==> src/rtl/mul_div_sequencer.sv <==
// Iterative HI/LO multiply/divide unit: shift-add multiply, restoring divide, MTHI/MTLO writes.
// Latency: mult/div result in HI/LO 33 cycles after acceptance; MTHI/MTLO on the accepting edge.
// Backpressure: busy blocks every start; stall = busy & hi_lo_read holds MFHI/MFLO in execute.
module mul_div_sequencer #(
  parameter int WIDTH = 32
) (
  input  logic             clk,
  input  logic             reset,
  input  logic             start,
  input  logic [5:0]       funct,
  input  logic [WIDTH-1:0] operand_a,
  input  logic [WIDTH-1:0] operand_b,
  input  logic             hi_lo_read,
  output logic [WIDTH-1:0] hi,
  output logic [WIDTH-1:0] lo,
  output logic             busy,
  output logic             done,
  output logic             stall
);

  localparam logic [5:0] F_MTHI  = 6'b010001;
  localparam logic [5:0] F_MTLO  = 6'b010011;
  localparam logic [5:0] F_MULT  = 6'b011000;
  localparam logic [5:0] F_MULTU = 6'b011001;
  localparam logic [5:0] F_DIV   = 6'b011010;
  localparam logic [5:0] F_DIVU  = 6'b011011;

  localparam int CW = $clog2(WIDTH) + 1;
  localparam logic [CW-1:0] LAST_ITER = CW'(WIDTH - 1);

  typedef enum logic [1:0] {IDLE, MUL, DIV, FIXUP} state_t;

  state_t state, next_state;

  // acc holds {upper partial product, multiplier} for MUL and {rem, quot} for DIV
  logic [2*WIDTH-1:0] acc;
  logic [WIDTH-1:0]   mcand;   // multiplicand or divisor magnitude
  logic [CW-1:0]      count;
  logic               op_div;
  logic               neg_q;   // negate product (mult) or quotient (div)
  logic               neg_r;   // negate remainder

  // Instruction decode, only meaningful while idle
  logic is_mult, is_div, is_signed, accept, div_zero;
  logic a_neg, b_neg;
  logic [WIDTH-1:0] a_abs, b_abs, a_load;

  // Decode and operand magnitude conditioning
  always_comb begin
    is_mult   = (funct == F_MULT) || (funct == F_MULTU);
    is_div    = (funct == F_DIV)  || (funct == F_DIVU);
    is_signed = (funct == F_MULT) || (funct == F_DIV);
    accept    = (state == IDLE) && start && (is_mult || is_div);
    div_zero  = is_div && (operand_b == '0);
    a_neg     = is_signed && operand_a[WIDTH-1];
    b_neg     = is_signed && operand_b[WIDTH-1];
    a_abs     = a_neg ? -operand_a : operand_a;
    b_abs     = b_neg ? -operand_b : operand_b;
    // With a zero divisor the raw dividend falls out as the remainder and the
    // quotient saturates to all ones, so no separate copy of operand_a is kept.
    a_load    = div_zero ? operand_a : a_abs;
  end

  // One multiply step, one restoring-divide step and the final sign fixup
  logic [WIDTH:0]     mul_sum;
  logic [2*WIDTH-1:0] mul_next;
  logic [WIDTH:0]     shifted_rem;
  logic               div_ge;
  logic [WIDTH-1:0]   div_diff;
  logic [2*WIDTH-1:0] div_next;
  logic [2*WIDTH-1:0] prod_fix;
  logic [WIDTH-1:0]   quot_fix, rem_fix;

  // Datapath arithmetic for the current iteration
  always_comb begin
    mul_sum     = {1'b0, acc[2*WIDTH-1:WIDTH]} + (acc[0] ? {1'b0, mcand} : '0);
    mul_next    = {mul_sum, acc[WIDTH-1:1]};
    shifted_rem = {acc[2*WIDTH-1:WIDTH], acc[WIDTH-1]};
    div_ge      = shifted_rem >= {1'b0, mcand};
    // Difference is below the divisor whenever it is kept, so WIDTH bits suffice
    div_diff    = shifted_rem[WIDTH-1:0] - mcand;
    div_next    = div_ge ? {div_diff, acc[WIDTH-2:0], 1'b1}
                         : {shifted_rem[WIDTH-1:0], acc[WIDTH-2:0], 1'b0};
    prod_fix    = neg_q ? -acc : acc;
    quot_fix    = neg_q ? -acc[WIDTH-1:0] : acc[WIDTH-1:0];
    rem_fix     = neg_r ? -acc[2*WIDTH-1:WIDTH] : acc[2*WIDTH-1:WIDTH];
  end

  // State register
  always_ff @(posedge clk or posedge reset) begin
    if (reset) state <= IDLE;
    else       state <= next_state;
  end

  // Next-state logic
  always_comb begin
    next_state = state;
    case (state)
      IDLE:    if (accept) next_state = is_div ? DIV : MUL;
      MUL:     if (count == LAST_ITER) next_state = FIXUP;
      DIV:     if (count == LAST_ITER) next_state = FIXUP;
      FIXUP:   next_state = IDLE;
      default: next_state = IDLE;
    endcase
  end

  // FSM outputs; stall has no register so MFHI/MFLO resumes in the done cycle
  always_comb begin
    busy  = (state != IDLE);
    stall = busy && hi_lo_read;
  end

  // Operand latch, iteration, HI/LO write-back and done pulse
  always_ff @(posedge clk or posedge reset) begin
    if (reset) begin
      acc    <= '0;
      mcand  <= '0;
      count  <= '0;
      op_div <= 1'b0;
      neg_q  <= 1'b0;
      neg_r  <= 1'b0;
      hi     <= '0;
      lo     <= '0;
      done   <= 1'b0;
    end else begin
      done <= 1'b0;
      case (state)
        IDLE: begin
          if (accept) begin
            count  <= '0;
            op_div <= is_div;
            acc    <= {{WIDTH{1'b0}}, is_div ? a_load : b_abs};
            mcand  <= is_div ? b_abs : a_abs;
            neg_q  <= (a_neg ^ b_neg) && !div_zero;
            neg_r  <= is_div && a_neg && !div_zero;
          end else if (start && funct == F_MTHI) begin
            hi <= operand_a;
          end else if (start && funct == F_MTLO) begin
            lo <= operand_a;
          end
        end
        MUL: begin
          acc   <= mul_next;
          count <= count + CW'(1);
        end
        DIV: begin
          acc   <= div_next;
          count <= count + CW'(1);
        end
        FIXUP: begin
          if (op_div) begin
            hi <= rem_fix;
            lo <= quot_fix;
          end else begin
            hi <= prod_fix[2*WIDTH-1:WIDTH];
            lo <= prod_fix[WIDTH-1:0];
          end
          done <= 1'b1;
        end
        default: ;
      endcase
    end
  end

endmodule

==> config.mk <==
export PLATFORM = sky130hd
export DESIGN_NAME = mul_div_sequencer
export DESIGN_NICKNAME = d
export VERILOG_FILES = /design/src/rtl/mul_div_sequencer.sv
export SDC_FILE = /design/constraint.sdc
export NUM_CORES = 1
export LEC_CHECK = 0
export ABC_AREA = 1
export CAP_MARGIN = 10
export CORE_ASPECT_RATIO = 1.75
export CORE_MARGIN = 10
export CORE_UTILIZATION = 40
export CTS_CLUSTER_DIAMETER = 120
export DETAILED_ROUTE_END_ITERATION = 6
export DONT_BUFFER_PORTS = 1
export PLACE_DENSITY_LB_ADDON = 0.3
export SLEW_MARGIN = 5
export SYNTH_ARGS = -nofsm -noshare
export SYNTH_HDL_FRONTEND = slang
export SYNTH_SLANG_ARGS = --single-unit
export TNS_END_PERCENT = 50
==> constraint.sdc <==
create_clock -name clk -period 6.4 [get_ports clk]
set_input_delay 0.96 -clock clk [delete_from_list [all_inputs] [get_ports clk]]
set_output_delay 0.96 -clock clk [all_outputs]
set_load 0.05 [all_outputs]
==> metrics <==
outcome complete, no violations; Finished Cell Area 0.0204 mm^2; largest family of logic cells by synthesized area simple AND/OR/NAND/NOR gates; final setup violating endpoints 0; hpwl dp 81.5 mm; placed cell area roughly 0.020 mm^2; static leakage ~0.011 uW; ANT nets after route 0; routing usage on met3 0.0616; I/O pins about 140; Post-Route WL slightly above 100 mm; grt met2 use 0.594; vias in the first global route about 22k; slowest cell on the critical path dfrtp_1; FMAX 264 MHz; initial antenna violation count 3; CP max FO 33; Yosys cell types 52; max-cap violations 0; post-synth top area share 0.239; cell area after synthesis between 0.015 and 0.02 mm^2; PwrDens a little under 600 mW/mm^2; TritonCTS buffer count 17; Post-synth top cells nand2_1 (1237), nor2_1 (445), inv_1 (424); post-synthesis simple-gate area fraction 0.461; Max H-tree Level 4; relative slew slack 0.199; CTS Hold Bufs 0; peak supply drop between 500 and 600 uV; Total Negative Setup Slacks 0 ns; Seq/Total Area, Yosys 0.222; CP Class reg2reg; final core occ 0.427; top-count cell post-synth nand2_1; GRT Util Overall 0.339; Max Buffers Root-to-Sink 2; total gr overflow 0; Worst-Skew Late Latency approximately 0.47 ns; grt peak-use layer met2; Compound-Gate Fraction of Synth Area 0.123; worst hold path class in2async; crit-path cells ha_1, nand2_1, inv_1, nand2_1, nand2_1, inv_1, nand2_1, inv_1, nand3_2, nand2_2, nand2_2, nand2_1, o21ai_0, nand2_1, o211ai_1; Setup Buffers After CTS 0; core area 0.0479 mm^2; CTS root buf clkbuf_16; ys async rst share 1.00; synth warn 0; crit path DAT ~4.1 ns; drt wl/cell about 25 um; xor-xnor portion of the synthesized cell area 0.0316; EDFF count, synth 0; TritonCTS clock tree yes; Synth area leader nand2_1; RSZ-0062 raised after global routing false; final slew viol count 0; Die X about 190 um; antenna cells 0; Post-Synth Adder-Cell Area 0.0491; Nets ~3.5k; clk_skew around 0.022 ns; Synth Area per Inst 5.66 um^2; die area roughly 0.058 mm^2; Hold Fails Final Rpt 0; Synth area leaders nand2_1 (24%), dfrtp_1 (22%), nor2_1 (8.6%); Mapped Nets between 3k and 4k; # rows approximately 110; largest net degree at the start of global routing 88; GR Util met1 0.325; Synth Instances approximately 3.4k; first-pass iteration count of the detailed router 6; flops & latches, synth around 170; CP Launch Type register; Period Utilization, post-route 0.592; Primary FF master, synth dfrtp_1; via count about 23k; first-pass GRT wire length about 150 mm; DRC Markers 0; CP Capture Type register; Initial DRC Count between 2k and 2.5k; post-layout min period around 3.8 ns; clock slew at reported path FFs 0.08 ns; Starting Density 0.405; Resize count post-CTS 0; post-synthesis mux area share 0; GP Congestion about 1.1; Critical Path RT 6.74 ns; vias per cell 5.71; slowest stage delay, CP approximately 0.75 ns; port buffer count 0; Area Growth Syn to Fin 5.25%; ratio of cells with drive above 1 in the final layout 0.0416; most used cell, CP nand2_1; worst-margin pin slew between 1 and 1.5 ns; Die Height 311 um; clock sink count around 170
power by group:
group	internal (uW)	leakage [uW]	switching (uW)	total [uW]
sequential	1560	0.00211	1540	3100
clock	551	0.000279	543	1090
combinational	2150	0.00842	5610	7760
total	4260	0.0108	7690	11900
layer usage:
layer / routed length [um] / share of wire
met1: 32700 / 0.32
met2: 50100 / 0.49
met3: 7350 / 0.072
met4: 12000 / 0.12
met5: 11 / 0.00011
per-stage QoR:
stage	power, uW	std cells	hold slack (ns)	setup WS (ns)
after floorplan	7800	3430	0.475	0.780
after global placement	10600	3984	0.500	2.55
after detailed placement	10500	3984	0.500	2.55
after CTS	11600	4015	0.390	2.70
after global routing	12700	4015	0.397	2.47
final	11900	4015	0.376	2.61
logic make-up after synthesis:
group,after synthesis
xor gates and xnor gates,70
and+or+nand+nor,2137
buffers and inverters,562
adders and majority gates,75
DFF,172
AOI/OAI and AO/OA,414
layout by cell type (no fill, tap or decap), types with 20 or more instances in the layout:
master / netlist / routed
nand4_1: 36 / 36
o211ai_1: 30 / 30
xor2_1: 51 / 51
a31oi_1: 20 / 20
o21ai_1: 30 / 30
nor3_1: 25 / 25
buf_4: 7 / 20
nor2_1: 445 / 444
o21ai_0: 133 / 133
inv_1: 424 / 423
nand3_1: 309 / 309
dfrtp_1: 172 / 172
ha_1: 73 / 72
a21oi_1: 132 / 132
nand2_1: 1237 / 1236
state kept, by name, summed over array words and instances, names as in the netlist:
signal  cells
acc        64
count       6
done        1
hi         32
lo         32
mcand      32
neg_q       1
neg_r       1
op_div      1
state       2
critical path: cells and delay by family, from the launching register on:
kind,cells,cell delay (ns)
DFF,1,0.75
AOI/OAI and AO/OA,2,0.25
buffers and inverters,3,0.19
and+or+nand+nor,9,2.07
adders and majority gates,1,0.39
final cells by class:
type                    count  area (um^2)
flip-flops and latches    172         4300
well taps                 648          811
fillers                  5412        27400
multi-input cells        2696        12900
clock buffers              17          425
inverters                 448         1690
repair buffers             20          150
clock inverters            14          150
path summary, 6_finish.rpt:
| path | startpoint | end | slack (ns) | depth (start not counted) |
|---|---|---|---|---|
| setup reg to reg | acc[46]$_DFFE_PP0P_ | acc[0]$_DFFE_PP0P_ | 2.61 | 15 |
| hold / removal | reset | lo[24]$_DFFE_PP0P_ | 0.38 | 1 |
| hold reg to reg | count[1]$_DFFE_PP0P_ | count[1]$_DFFE_PP0P_ | 0.53 | 2 |
| setup / recovery | acc[46]$_DFFE_PP0P_ | acc[0]$_DFFE_PP0P_ | 2.61 | 15 |
| min in group clk | count[1]$_DFFE_PP0P_ | count[1]$_DFFE_PP0P_ | 0.53 | 2 |
| max in group asynchronous | reset | mcand[11]$_DFFE_PP0P_ | 4.63 | 2 |
Power figures use the tool's default switching activity.
